==> src/rtl/fp_divider.sv <==
// Sequential single-precision divider: restoring division of the 24-bit
// significands, valid/ready handshake on both sides, one operation in flight.
// Zeros are handled as specials; every other encoding is treated as a normal
// number with the hidden bit set. Results are truncated, never rounded.
module fp_divider #(
   parameter int BITS_PER_CYCLE = 1
) (
   input  logic        clk,
   input  logic        rst_n,
   input  logic        fp_divider_in_valid,
   output logic        fp_divider_in_ready,
   input  logic [31:0] fp_divider_op_1,
   input  logic [31:0] fp_divider_op_2,
   output logic        fp_divider_out_valid,
   input  logic        fp_divider_out_ready,
   output logic [31:0] fp_divider_out
);

   typedef enum logic [1:0] {IDLE, DIVIDE, NORM, DONE} state_t;

   localparam int N_CYCLES = 25 / BITS_PER_CYCLE;
   localparam logic [4:0] LAST_CNT = 5'(N_CYCLES - 1);

   state_t state, next_state;

   logic        accept, op1_zero, op2_zero, special;
   logic [31:0] special_result;
   logic        sign_q;
   logic [7:0]  exp_a, exp_b;
   logic [23:0] div_b;
   logic [25:0] rem, rem_next;
   logic [24:0] quot, quot_next;
   logic [4:0]  cnt;
   logic [31:0] out_reg;
   logic        adj;
   logic [22:0] norm_frac;
   logic signed [9:0] norm_exp;
   logic [31:0] norm_result;

   assign accept   = fp_divider_in_valid && (state == IDLE);
   assign op1_zero = (fp_divider_op_1[30:0] == 31'h0);
   assign op2_zero = (fp_divider_op_2[30:0] == 31'h0);
   assign special  = op1_zero || op2_zero;

   assign fp_divider_in_ready  = (state == IDLE);
   assign fp_divider_out_valid = (state == DONE);
   assign fp_divider_out       = out_reg;

   // Results for zero operands, decided directly from the incoming operands
   always_comb begin
      special_result = 32'h0;
      if (op2_zero && op1_zero)
         special_result = 32'h7FC00000;
      else if (op2_zero)
         special_result = {fp_divider_op_1[31] ^ fp_divider_op_2[31], 8'hFF, 23'h0};
      else
         special_result = {fp_divider_op_1[31] ^ fp_divider_op_2[31], 31'h0};
   end

   // Resolve BITS_PER_CYCLE quotient bits per cycle, MSB first, restoring style
   always_comb begin
      rem_next  = rem;
      quot_next = quot;
      for (int i = 0; i < BITS_PER_CYCLE; i++) begin
         if (rem_next >= {2'b00, div_b}) begin
            quot_next = {quot_next[23:0], 1'b1};
            rem_next  = rem_next - {2'b00, div_b};
         end else begin
            quot_next = {quot_next[23:0], 1'b0};
         end
         rem_next = {rem_next[24:0], 1'b0};
      end
   end

   // Normalise the quotient and clamp the exponent to zero or infinity
   always_comb begin
      adj       = ~quot[24];
      norm_frac = quot[24] ? quot[23:1] : quot[22:0];
      norm_exp  = {2'b00, exp_a} - {2'b00, exp_b} + 10'd127 - {9'd0, adj};
      if (norm_exp <= 10'sd0)
         norm_result = {sign_q, 31'h0};
      else if (norm_exp >= 10'sd255)
         norm_result = {sign_q, 8'hFF, 23'h0};
      else
         norm_result = {sign_q, norm_exp[7:0], norm_frac};
   end

   // State register
   always_ff @(posedge clk or negedge rst_n) begin
      if (!rst_n)
         state <= IDLE;
      else
         state <= next_state;
   end

   // Next-state logic: zero operands skip the divide loop entirely
   always_comb begin
      next_state = state;
      case (state)
         IDLE:    if (accept) next_state = special ? DONE : DIVIDE;
         DIVIDE:  if (cnt == LAST_CNT) next_state = NORM;
         NORM:    next_state = DONE;
         DONE:    if (fp_divider_out_ready) next_state = IDLE;
         default: next_state = IDLE;
      endcase
   end

   // Datapath registers: capture at accept, iterate, then latch the result
   always_ff @(posedge clk or negedge rst_n) begin
      if (!rst_n) begin
         sign_q  <= 1'b0;
         exp_a   <= 8'h0;
         exp_b   <= 8'h0;
         div_b   <= 24'h0;
         rem     <= 26'h0;
         quot    <= 25'h0;
         cnt     <= 5'h0;
         out_reg <= 32'h0;
      end else begin
         case (state)
            IDLE: begin
               if (accept) begin
                  sign_q <= fp_divider_op_1[31] ^ fp_divider_op_2[31];
                  exp_a  <= fp_divider_op_1[30:23];
                  exp_b  <= fp_divider_op_2[30:23];
                  div_b  <= {1'b1, fp_divider_op_2[22:0]};
                  rem    <= {3'b001, fp_divider_op_1[22:0]};
                  quot   <= 25'h0;
                  cnt    <= 5'h0;
                  if (special)
                     out_reg <= special_result;
               end
            end
            DIVIDE: begin
               rem  <= rem_next;
               quot <= quot_next;
               cnt  <= cnt + 5'd1;
            end
            NORM:    out_reg <= norm_result;
            default: ;
         endcase
      end
   end

endmodule

==> config.mk <==
export PLATFORM = sky130hd
export DESIGN_NAME = fp_divider
export DESIGN_NICKNAME = d
export VERILOG_FILES = /design/src/rtl/fp_divider.sv
export SDC_FILE = /design/constraint.sdc
export NUM_CORES = 1
export LEC_CHECK = 0
export CORE_UTILIZATION = 58
export CTS_CLUSTER_DIAMETER = 150
export DETAILED_ROUTE_END_ITERATION = 8
export PLACE_DENSITY = 0.83
export SYNTH_ARGS = -nofsm -noshare
export SYNTH_HDL_FRONTEND = slang
export SYNTH_SLANG_ARGS = --single-unit
==> constraint.sdc <==
create_clock -name clk -period 11.44 [get_ports clk]
set_input_delay 3.432 -clock clk [delete_from_list [all_inputs] [get_ports clk]]
set_output_delay 3.432 -clock clk [all_outputs]
set_load 0.01 [all_outputs]
==> results.txt <==
----------------------------------------------------
[Run status]
  Outcome ... finished, final reports clean

[Layout]
  Count of filler cells inserted in the layout ... 965
  Antenna cells ... 0
  Area of the multi-input gates ... 4410 um2
  Flip-flop and latch area ... 3280 um2
  Area growth syn-to-layout ... 21.0%
  Fraction of final layout cells sized beyond drive strength 1 ... 0.129
  # nets final ... between 1000 and 1500
  Final design instance area without fill ... 9740 um2
  Filler-free cell count of the finished design ... 1094

[Clock tree]
  Clk Latency, worst-skew pair ... 0.42 ns
  Hold_buf cts ... 0
  Worst-path clk slew ... 0.06 ns
  Num Clock Sinks ... approximately 130
  CTS buffer count ... 17
  Maximum root-to-sink buffer count ... 2
  Root buffer cell ... clkbuf_16
  Number of H-tree levels ... 4
  CTS tree ... done
  Total setup buffers inserted after CTS ... 0
  Number of instances resized during post-cts repair ... 0

[Synth]
  Area contributors post-synth ... dfrtp_1 41%, ha_1 6.8%, mux2_2 5.6%, mux2i_1 4.2%, nand2_1 3.3%
  Count leader, synth ... dfrtp_1
  Warnings, synthesis ... 0
  Proportion of netlist area held by the largest area contributor ... 0.407
  Leading area contributor after synthesis ... dfrtp_1
  Ys flop type ... dfrtp_1
  Syn Nets ... 924
  Sequential element share of the synthesized area ... 0.407
  Post-synthesis register bit count ... 131
  Syn avg cell area ... 9.95 um2
  Post-synthesis instance area ... a little over 8000 um2
  Synth cell types ... 71
  Commonest cells post-synth ... 131 x dfrtp_1, 71 x nand2_1, 59 x inv_1, 46 x nor2_1, 44 x ha_1
  Number of enable-type register cells in the synthesized netlist ... 0
  Post-Synthesis Cells ... 809
  Share of flip-flops with an asynchronous set or reset ... 1.00

[Global routing]
  Antenna violations before repair ... 0
  Remaining global-route overflow ... 0
  Vias in the first global route ... 6863
  Pin count of the biggest net entering global routing ... 83
  All-Layer GR Usage ... 0.300
  Wire length of the first global-routing pass ... 33700 um

[Floorplanning]
  Die Height ... 120 um
  Initial standard-cell utilization of the core ... 0.600
  Floorplan die width ... 120 um
  Ports placed on the boundary ... a little over 100
  Placeable core region ... 13400 um2
  Row cnt ... 42
  Die area ... 14300 um2

[Timing]
  Worst clock skew on the final layout ... slightly below 0.006 ns
  Number of setup violations in the final report ... 0
  Headroom to the max-slew limit ... 0.294
  Top achievable clock speed ... 159 MHz
  Final Hold Fails ... 0
  Post-route fraction of the period consumed by the critical path ... 0.548
  Number of max-slew violations in the final report ... 0
  Setup repair after global routing missed its margin ... false
  Transition at the pin with the smallest max-transition slack ... 1.05 ns
  Final setup TNS ... 0 ns
  Minimum clock period ... 6.27 ns

[Drt]
  Starting DRC count in detailed routing ... 528
  Number of vias in the routed layout ... 6782
  Mean routed wirelength per cell ... 18.3 um
  Remaining number of nets flagged by the antenna check after routing ... 0
  Average vias per placed instance ... 6.20
  DRC violation count after routing ... 0
  WL final ... 20100 um
  Number of optimization iterations in the first detailed-route pass ... 5

[Setup path]
  Path depth of the worst reg2reg path ... 15
  Category of the worst setup path capture point ... flop
  Data required time of the worst path ... 11.71 ns
  Startpoint types ... input pin
  CP Launch Point ... fp_divider_op_1[22]
  Reg-to-reg startpoint ... exp_a[1]
  Critical Path Fanout Max ... 10
  Worst endpoint data arrival time ... approximately 6.6 ns
  Register-to-register setup slack ... 6.69 ns
  Worst setup path category ... in2reg

[Placed design]
  Placement Cell Area ... 9190 um2
  Final weighted congestion in routability-driven placement ... just over 0.9
  Number of buffers inserted by port buffering ... around 100
  Number of placed instances with taps included ... 1062
  HPWL after DPL ... 14600 um

[Hold path]
  Worst Hold Class ... reg2reg
  Source of the worst hold timing path ... div_b[23]
  Worst hold path cell count ... 2

[Run]
  Maximum Capacitance Violations ... 0

----------------------------------------------------
==> registers in the layout, summed over array words and instances, names as in the netlist <==
register	cells
div_b	24
exp_a	8
cnt	5
exp_b	8
state	2
quot	25
fp_divider_out	32
sign_q	1
rem	26
==> logic make-up (layout without fill, tap and decap cells) <==
family,count (synthesis),count (layout),share of synthesized area
compound gates,221,221,0.206
xor+xnor,33,33,0.0378
fa+ha+maj,47,47,0.0759
buf+inv,90,199,0.0443
flops,131,131,0.407
mux,74,74,0.0983
simple gates,213,213,0.131
==> critical path, stage by stage <==
cell	delay, ns
clkdlybuf4s50_1	0.48
nor4_1	0.57
nand4_1	0.27
nor2_1	0.28
nor3b_1	0.14
a21oi_1	0.58
nand2b_1	0.28
a21oi_1	0.38
a211oi_1	0.15
==> cell usage in the layout (no fill, tap or decap), types with 14 or more instances in the layout <==
master,netlist,routed
nor3_1,14,14
dfrtp_1,131,131
nand2_1,71,70
a22o_1,25,25
ha_1,44,44
inv_1,59,59
mux2i_1,34,34
xnor2_1,19,19
mux2_2,40,40
a21oi_1,32,32
a21o_1,16,16
o21ai_0,36,36
clkdlybuf4s50_1,0,100
o21ai_2,21,21
nor4_1,17,17
clkbuf_16,0,17
nor2_1,46,46
==> path summary, 6_finish.rpt <==
kind,to
min in group asynchronous,fp_divider_out[28]
hold reg to reg,div_b[23]
setup / recovery,fp_divider_out[29]
max in group asynchronous,div_b[4]
setup reg to reg,fp_divider_out[0]
hold / removal,div_b[23]
==> final cells by class <==
class | count | share of cell area
well taps | 176 | 0.0226
clock inverters | 13 | 0.0104
clock buffers | 19 | 0.0455
flip-flops and latches | 131 | 0.337
repair buffers | 107 | 0.108
multi-input cells | 588 | 0.453
inverters | 60 | 0.0231
==> per-stage QoR <==
| step | hold slack [ns] | util | setup WS, ns |
|---|---|---|---|
| 2_1_floorplan | 0.418 | - | 6.26 |
| 3_3_place_gp | 0.432 | 0.686 | 4.82 |
| 3_5_place_dp | 0.454 | 0.686 | 4.80 |
| 4_1_cts | 0.468 | 0.727 | 5.23 |
| 5_1_grt | 0.480 | 0.727 | 4.96 |
| 6_report | 0.462 | 0.727 | 5.17 |
==> layer usage <==
layer  routed length (um)  track usage  up-vias
li1                     -            -     3168
met1                 8400        0.373     3299
met2                 9800        0.505      263
met3                 1170       0.0585       52
met4                  697        0.134        0
met5                    0            0        -
Power is left out: the tool's default activity adds up to more than one toggle a clock period on the data nets, which glitch-free logic cannot reach.
